==> src/rtl/program_loader_if.sv <==
// Stream-in / memory-write bundle between an upstream byte feeder, the
// program_loader and the CPU memory port.
interface program_loader_if #(
  parameter int ADDR_WIDTH = 5,
  parameter int DATA_WIDTH = 8
);
  logic [DATA_WIDTH-1:0] in_data;
  logic                  in_valid;
  logic                  in_ready;
  logic                  mem_we;
  logic [ADDR_WIDTH-1:0] mem_addr;
  logic [DATA_WIDTH-1:0] mem_wdata;
  logic                  cpu_hold;
  logic                  load_done;
  logic                  load_err;

  modport slave (
    input  in_data, in_valid,
    output in_ready, mem_we, mem_addr, mem_wdata, cpu_hold, load_done, load_err
  );

  modport master (
    output in_data, in_valid,
    input  in_ready, mem_we, mem_addr, mem_wdata, cpu_hold, load_done, load_err
  );
endinterface

==> src/rtl/program_loader.sv <==
// Framed byte-stream loader for the CPU's memory: SYNC, ADDR, COUNT, payload.
// Define LOADER_CHECKSUM_EN to require a trailing XOR checksum byte per frame.
module program_loader #(
  parameter int                    ADDR_WIDTH     = 5,
  parameter int                    DATA_WIDTH     = 8,
  parameter logic [DATA_WIDTH-1:0] SYNC_BYTE      = 8'hA5,
  parameter int                    TIMEOUT_CYCLES = 1024
) (
  input logic             clock,
  input logic             reset,
  program_loader_if.slave bus
);

  localparam int CW = ((DATA_WIDTH > ADDR_WIDTH) ? DATA_WIDTH : ADDR_WIDTH) + 1;
  localparam int TW = $clog2(TIMEOUT_CYCLES + 1);
  localparam logic [CW-1:0] FULL_LEN = CW'(1) << ADDR_WIDTH;
  localparam logic [TW-1:0] TMO_LAST = TW'(TIMEOUT_CYCLES - 1);

  localparam logic [2:0] S_IDLE  = 3'd0;
  localparam logic [2:0] S_ADDR  = 3'd1;
  localparam logic [2:0] S_COUNT = 3'd2;
  localparam logic [2:0] S_DATA  = 3'd3;
  localparam logic [2:0] S_CHECK = 3'd4;
  localparam logic [2:0] S_DONE  = 3'd5;
  localparam logic [2:0] S_ERR   = 3'd6;

  logic [2:0]            state;
  logic [ADDR_WIDTH-1:0] addr;
  logic [CW-1:0]         rem;
  logic [TW-1:0]         tmo;
  logic                  mem_we_q;
  logic [ADDR_WIDTH-1:0] mem_addr_q;
  logic [DATA_WIDTH-1:0] mem_wdata_q;
  logic                  err_q;
`ifdef LOADER_CHECKSUM_EN
  logic [DATA_WIDTH-1:0] csum;
`endif

  logic ready;
  logic fire;
  logic framing;
  logic timeout;

  always_comb begin
    ready   = (state != S_DONE) && (state != S_ERR);
    fire    = bus.in_valid && ready;
    framing = (state == S_ADDR) || (state == S_COUNT) ||
              (state == S_DATA) || (state == S_CHECK);
    timeout = framing && !fire && (tmo == TMO_LAST);
  end

  assign bus.in_ready  = ready;
  assign bus.mem_we    = mem_we_q;
  assign bus.mem_addr  = mem_addr_q;
  assign bus.mem_wdata = mem_wdata_q;
  assign bus.cpu_hold  = framing;
  assign bus.load_done = (state == S_DONE);
  assign bus.load_err  = err_q;

  always_ff @(posedge clock or negedge reset) begin
    if (!reset) begin
      state       <= S_IDLE;
      addr        <= '0;
      rem         <= '0;
      tmo         <= '0;
      mem_we_q    <= 1'b0;
      mem_addr_q  <= '0;
      mem_wdata_q <= '0;
      err_q       <= 1'b0;
`ifdef LOADER_CHECKSUM_EN
      csum        <= '0;
`endif
    end else begin
      mem_we_q <= 1'b0;
      // Idle counter only runs inside a frame and restarts on every transfer.
      if (framing && !fire) tmo <= tmo + TW'(1);
      else                  tmo <= '0;

      if (timeout) begin
        state <= S_ERR;
        err_q <= 1'b1;
      end else begin
        case (state)
          S_IDLE: begin
            if (fire && (bus.in_data == SYNC_BYTE)) begin
              state <= S_ADDR;
              err_q <= 1'b0;
            end
          end
          S_ADDR: begin
            if (fire) begin
              addr  <= bus.in_data[ADDR_WIDTH-1:0];
              state <= S_COUNT;
`ifdef LOADER_CHECKSUM_EN
              csum  <= bus.in_data;
`endif
            end
          end
          S_COUNT: begin
            if (fire) begin
              rem   <= (bus.in_data == '0) ? FULL_LEN : CW'(bus.in_data);
              state <= S_DATA;
`ifdef LOADER_CHECKSUM_EN
              csum  <= csum ^ bus.in_data;
`endif
            end
          end
          S_DATA: begin
            if (fire) begin
              mem_we_q    <= 1'b1;
              mem_addr_q  <= addr;
              mem_wdata_q <= bus.in_data;
              addr        <= addr + ADDR_WIDTH'(1);
              rem         <= rem - CW'(1);
`ifdef LOADER_CHECKSUM_EN
              csum        <= csum ^ bus.in_data;
              if (rem == CW'(1)) state <= S_CHECK;
`else
              if (rem == CW'(1)) state <= S_DONE;
`endif
            end
          end
`ifdef LOADER_CHECKSUM_EN
          S_CHECK: begin
            if (fire) begin
              if (bus.in_data == csum) begin
                state <= S_DONE;
              end else begin
                state <= S_ERR;
                err_q <= 1'b1;
              end
            end
          end
`endif
          S_DONE:  state <= S_IDLE;
          S_ERR:   state <= S_IDLE;
          default: state <= S_IDLE;
        endcase
      end
    end
  end

endmodule
==> src/flat_wrapper.sv <==
// flat-port wrapper written by rule: the top's interface ports become plain ports
module program_loader_flat 
#(
  parameter int                    ADDR_WIDTH     = 5,
  parameter int                    DATA_WIDTH     = 8,
  parameter logic [DATA_WIDTH-1:0] SYNC_BYTE      = 8'hA5,
  parameter int                    TIMEOUT_CYCLES = 1024
)
  (clock, reset, bus_in_data, bus_in_valid, bus_in_ready, bus_mem_we, bus_mem_addr, bus_mem_wdata, bus_cpu_hold, bus_load_done, bus_load_err);
  program_loader_if #(.ADDR_WIDTH(ADDR_WIDTH), .DATA_WIDTH(DATA_WIDTH)) bus_i ();
  input logic clock;
  input logic reset;
  input wire logic [$bits(bus_i.in_data)-1:0] bus_in_data;
  input wire logic [$bits(bus_i.in_valid)-1:0] bus_in_valid;
  output wire logic [$bits(bus_i.in_ready)-1:0] bus_in_ready;
  output wire logic [$bits(bus_i.mem_we)-1:0] bus_mem_we;
  output wire logic [$bits(bus_i.mem_addr)-1:0] bus_mem_addr;
  output wire logic [$bits(bus_i.mem_wdata)-1:0] bus_mem_wdata;
  output wire logic [$bits(bus_i.cpu_hold)-1:0] bus_cpu_hold;
  output wire logic [$bits(bus_i.load_done)-1:0] bus_load_done;
  output wire logic [$bits(bus_i.load_err)-1:0] bus_load_err;
  assign bus_i.in_data = bus_in_data;
  assign bus_i.in_valid = bus_in_valid;
  assign bus_in_ready = bus_i.in_ready;
  assign bus_mem_we = bus_i.mem_we;
  assign bus_mem_addr = bus_i.mem_addr;
  assign bus_mem_wdata = bus_i.mem_wdata;
  assign bus_cpu_hold = bus_i.cpu_hold;
  assign bus_load_done = bus_i.load_done;
  assign bus_load_err = bus_i.load_err;
  program_loader #(.ADDR_WIDTH(ADDR_WIDTH), .DATA_WIDTH(DATA_WIDTH), .SYNC_BYTE(SYNC_BYTE), .TIMEOUT_CYCLES(TIMEOUT_CYCLES)) u_core (.clock(clock), .reset(reset), .bus(bus_i));
endmodule
==> config.mk <==
export PLATFORM = sky130hd
export DESIGN_NAME = program_loader_flat
export DESIGN_NICKNAME = d
export VERILOG_FILES = /design/src/rtl/program_loader_if.sv /design/src/rtl/program_loader.sv /design/src/flat_wrapper.sv
export SDC_FILE = /design/constraint.sdc
export NUM_CORES = 1
export LEC_CHECK = 0
export ABC_AREA = 0
export BUFFER_PORTS_ARGS = -buffer_cell sky130_fd_sc_hd__buf_2
export CAP_MARGIN = 30
export CELL_PAD_IN_SITES_DETAIL_PLACEMENT = 2
export CELL_PAD_IN_SITES_GLOBAL_PLACEMENT = 2
export CORE_ASPECT_RATIO = 0.7
export CORE_MARGIN = 2
export CORE_UTILIZATION = 30
export DETAILED_ROUTE_END_ITERATION = 8
export HOLD_SLACK_MARGIN = 0.1
export PLACE_DENSITY_LB_ADDON = 0.1
export SYNTH_ARGS = -nofsm -noshare
export SYNTH_HDL_FRONTEND = slang
export SYNTH_SLANG_ARGS = --single-unit
==> constraint.sdc <==
create_clock -name clock -period 2.6 [get_ports clock]
set_clock_uncertainty 0.15 [all_clocks]
set_input_delay 0.52 -clock clock [delete_from_list [all_inputs] [get_ports clock]]
set_output_delay 0.52 -clock clock [all_outputs]
set_load 0.02 [all_outputs]
After elaboration in Yosys (flattened, before gate mapping) --
Index checks and enable logic that the tools add are counted.
Word-level totals: flip-flop bits (word level) 43, latch bits 0, RAM bits 0, ROM bits 0, input bits 11, output and inout port bits 18, memories 0
Operators by class: add/sub/neg operators 3, multiply operators 0, divide/modulo/power cells 0, magnitude comparators 0, equal/unequal tests 18, shift operators 0, muxes and demuxes 21, bitwise operators 1, reductions and logical operators 20
Operator list (number):
- $mux 3 | 6
- $mux 9 | 2
- $pmux 9 s2 | 1
- $ne 3x1->1 const B | 4
- $pmux 3 s4 | 1
- $add 11x1->11 const B | 1
- $eq 11x10->1 const B | 1
- $mux 11 | 1
- $mux 5 | 2
- $pmux 5 s2 | 1
- $eq 9x1->1 const B | 1
- $sub 9x1->9 const B | 1
- $eq 8x8->1 const B | 1
- $logic_not 8->1 | 1
- $mux 8 | 1
- $reduce_and 4->1 | 2
- $reduce_bool 2->1 | 4
- $eq 3x2->1 const B | 2
- $eq 3x3->1 const B | 2
- $mux 1 | 6
- $ne 2x1->1 const B | 3
- $ne 3x3->1 const B | 2
- $add 5x1->5 const B | 1
- $logic_and 1x1->1 | 5
- 9 further kinds | 11

Longest topological paths before layout --
word-level depth 8, gate-level depth with buffers 7, gate-level depth less buffers 6

Worst setup path after synthesis --
No wires, ideal clock.
kind input -> register, start point in bus_in_data[1], end point reg u_core.state[0], library setup time 0.080 ns, data arrival time 1.754 ns, required time 2.370 ns, path slack 0.616 ns, stages 4, path through or4_4 -> or3_1 -> a31o_1 -> nor3b_2
Between the ends: cells in the longest elaborated chain, start to end 4
Ends and longest elaborated chain:
- from (decl) | line flat_wrapper.sv:13 | input wire logic [$bits(bus_i.in_data)-1:0] bus_in_data;
- $eq 8x8->1 | line program_loader.sv:85 | if (fire && (bus.in_data == SYNC_BYTE)) begin
- $logic_and 1x1->1 | line program_loader.sv:85
- $ne 3x1->1 (no line)
- $reduce_and 5->1 (no line)
- to (signal assigned) | line program_loader.sv:80 | state <= S_ERR;
- to (signal assigned) | line program_loader.sv:86 | state <= S_ADDR;
- to (signal assigned) | line program_loader.sv:93 | state <= S_COUNT;
- to (decl) | line program_loader.sv:27 | logic [2:0] state;
No other way between the ends. A chain may end at the register's enable or synchronous reset.

Worst setup path after layout --
start point reg u_core.state[0], end point out bus_cpu_hold
Between the ends: cells in the longest elaborated chain, start to end 4, elaborated cells between the ends (all ways) 7
Ends and longest elaborated chain:
- from (signal assigned) | line program_loader.sv:62 | state <= S_IDLE;
- from (signal assigned) | line program_loader.sv:80
- from (signal assigned) | line program_loader.sv:86
- $eq 3x1->1 or $eq 3x2->1 (tied branches) | line program_loader.sv:47 | framing = (state == S_ADDR) || (state == S_COUNT) ||
- $logic_or 1x1->1 (2 in series) | line program_loader.sv:47
- $logic_or 1x1->1 (*) | line program_loader.sv:48 | (state == S_DATA) || (state == S_CHECK);
- to (decl) | line flat_wrapper.sv:19 | output wire logic [$bits(bus_i.cpu_hold)-1:0] bus_cpu_hold;
Every way passes the cells marked *; elsewhere a longest branch is shown, timed or not.

==> flow_metrics.py <==
metrics = {
    "run_status": {
        "status": "complete, no violations",
    },
    "sta": {
        "worst_pin_slew_ns": 0.587,
        "setup_tns_ns": 0,
        "finalCritPeriodShare_pct": 88.9,
        "finalWorstSetupSlack_ns": 0.289,
        "maxSlewViolCount": 0,
        "rsz0062_at_grt": "false",
        "fin_crit_ns": 2.31,
        "relSlewSlack_pct": 60.6,
        "hold_viol_final": 0,
        "max_freq_ghz": 0.433,
        "setup_viol": 0,
    },
    "drt": {
        "wl_mm": 6.28,
        "drt_pass1_iterations": 4,
        "drtAntennaViolNets": 0,
        "avgViaCountPerCell": 5.08,
        "vias": 1833,
        "drt_iter0_drc": 49,
        "drc": 0,
        "wl_per_cell_um": 17.4,
    },
    "synthesis": {
        "netlist_instances": 234,
        "synth_cell_types": 40,
        "synth-async-reset-ratio_pct": 100,
        "synthTopCellsByArea": "dfrtp_1 51%, nand2_1 8.7%, o21ai_0 4.0%, nor2_1 3.0%, a21oi_1 2.6%",
        "synth_area_mm2": 0.00211,
        "ys_ff_latch": 43,
        "synthesis.nets": 249,
        "synth-edff-count": 0,
        "yosysTopAreaCellShare_pct": 50.9,
        "synth-warning-count": 0,
        "avgSynthCellArea_um2": 9.03,
        "ys_seq_area_share_pct": 50.9,
        "synth_area_leader_cell": "dfrtp_1",
        "synth_flop_cell": "dfrtp_1",
    },
    "cells_and_area": {
        "final_common_cell": "nand2_1",
        "area_growth_pct": 18.6,
        "final_util_pct": 36.9,
        "drive_above_1_share_pct": 16.1,
        "nNetsFinal": 281,
        "antennaDiodeCount": 0,
        "layout_common_cells": "49 x nand2_1, 43 x dfrtp_1, 28 x buf_2",
    },
    "place": {
        "dp_hpwl_mm": 4.54,
        "dp_slack_ns": 0.385,
        "place.gp.congestion": 0.721,
        "portBuffers": 28,
    },
    "setup_path": {
        "arrival_ns": 1.64,
        "worstPathMaxFanout": 12,
        "ff2ff_path_depth": 5,
        "startpoint_type": "flip-flop",
        "crit_type": "flip-flop to output port",
        "r2r_end": "u_core.state[0]$_DFFE_PN0P_",
        "r2r-start": "u_core.tmo[0]$_DFF_PN0_",
        "ff2ff_setup_slack_ns": 0.69,
        "required_ns": 1.93,
        "end_kind": "output port",
    },
    "power_and_ir_drop": {
        "p_leak_nw": 1.19,
        "intPower_mw": 1.56,
        "p_seq_share_pct": 41.2,
        "power_mw": 2.71,
        "worst_ir_drop_vdd_uv": 304,
        "power.share.switching_pct": 42.4,
        "p_per_area_mw_per_mm2": 1080,
        "p_switching_mw": 1.15,
        "pwr-share-comb_pct": 38.8,
        "clockPowerShare_pct": 20.0,
    },
    "floorplanning": {
        "initial_core_util_pct": 31.1,
        "core-area_mm2": 0.00679,
        "dieArea_mm2": 0.00774,
        "io_pins": 29,
        "die_y_um": 74.2,
        "chipWidth_um": 104,
        "rows": 25,
    },
    "clock_network": {
        "clk_latency_ns": 0.31,
        "clkSinkCount": 43,
        "htree_levels": 2,
        "hold_buffers": 1,
        "cts.repair.resized": 0,
        "cts_tree": "built",
        "cts.path.max_buffers": 2,
        "cts_buffers": 5,
        "cts_root_buf": "clkbuf_8",
        "cts_setup_buffers": 0,
        "clk_pin_slew_worst_paths_ns": 0.09,
    },
    "worst_hold_path": {
        "min_from": "bus_in_data[1]",
        "min_path_type": "primary input to flip-flop",
        "min_path_cells": 3,
        "hold-path-endpoint": "u_core.bus.mem_wdata[1]$_DFFE_PN0P_",
    },
    "grt": {
        "grt_max_degree": 26,
        "grt_pass1_vias": 1924,
        "grt_antenna_before_repair": 0,
        "overflow": 0,
        "grt_pass1_wl_mm": 10.5,
        "groute.usage.overall_pct": 17.7,
    },
    "job": {
        "maxCapViolCount": 0,
    },
}
## cell usage after synthesis (4+ instances only)
| master | count |
|---|---|
| o21ai_0 | 17 |
| nand2_1 | 49 |
| dfrtp_1 | 43 |
| inv_1 | 9 |
| and3_1 | 4 |
| xnor2_1 | 4 |
| and2_1 | 4 |
| nor2_1 | 17 |
| xor2_1 | 5 |
| nand3_1 | 10 |
| a31oi_1 | 4 |
| a21oi_1 | 11 |
| nand4_1 | 6 |
| nor3_1 | 6 |
| clkbuf_1 | 5 |
| ha_1 | 4 |
## flip-flops by register name, summed over array words and instances, names as in the netlist
register and cells:
u_core.addr 5, u_core.bus.load_err 1, u_core.bus.mem_addr 5, u_core.bus.mem_wdata 8
u_core.bus.mem_we 1, u_core.rem 9, u_core.state 3, u_core.tmo 11
## layer usage
metal / share of wire, % / wire length [um] / track usage [%] / vias to the layer above
met5: 0 / 0 / 0 / -
met4: 1.3 / 81 / 5.86 / 0
met3: 2.2 / 138 / 3.07 / 8
met2: 44 / 2730 / 27.2 / 15
met1: 53 / 3330 / 25.6 / 936
li1: - / - / - / 874
## worst max-delay path, cell delays in order, from the launching register on
cell and delay [ns]:
dfrtp_1 0.51, or3_1 0.44, and2_1 0.22, buf_2 0.17
## stage by stage
stage / hold WS (ns) / area [um^2] / cells
final: 0.292 / 2510 / 361
after global routing: 0.303 / 2510 / 361
after global placement: 0.305 / 2380 / 352
after CTS: 0.288 / 2510 / 361
after detailed placement: 0.307 / 2380 / 352
after floorplan: 0.0744 / 2110 / 234
## power by group through the flow
stage                     Combinational [mW]  Clock (mW)  Sequential, mW
after floorplan                        0.629           0            1.16
after global placement                  1.03           0            1.11
after detailed placement                1.06           0            1.13
after CTS                               1.07       0.564            1.12
after global routing                    1.19       0.594            1.16
final                                   1.05       0.543            1.12
## cell families (layout without fill, tap and decap cells)
| logic type | Yosys count | count (layout) | share of synthesized area, % |
|---|---|---|---|
| adder cells (fa/ha/maj) | 4 | 4 | 2.37 |
| buffers and inverters | 18 | 51 | 3.37 |
| AND/OR/NAND/NOR | 112 | 112 | 25.5 |
| flip-flops | 43 | 43 | 50.9 |
| multiplexers | 1 | 1 | 0.474 |
| AO/OA/AOI/OAI | 47 | 47 | 13.6 |
| XOR/XNOR | 9 | 9 | 3.73 |
## final cells by class
class,instances,area [um^2]
Clock buffer,5,68.8
Clock inverter,3,43.8
Fill cell,772,4280
Inverter,9,33.8
Multi-Input combinational cell,173,966
Sequential cell,43,1080
Tap cell,94,118
Timing Repair Buffer,34,200
## worst max path at each step
| stage | start | to | depth (start not counted) |
|---|---|---|---|
| after detailed placement | bus_in_data[1] | u_core.bus.load_err$_DFFE_PN0P_ | 5 |
| after floorplan | bus_in_data[1] | u_core.state[0]$_DFFE_PN0P_ | 4 |
| after global routing | u_core.state[0]$_DFFE_PN0P_ | bus_cpu_hold | 3 |
| after global placement | bus_in_data[1] | u_core.bus.load_err$_DFFE_PN0P_ | 5 |
| after CTS | u_core.state[0]$_DFFE_PN0P_ | bus_cpu_hold | 3 |
| final | u_core.state[0]$_DFFE_PN0P_ | bus_cpu_hold | 3 |
Power figures use the tool's default switching activity.
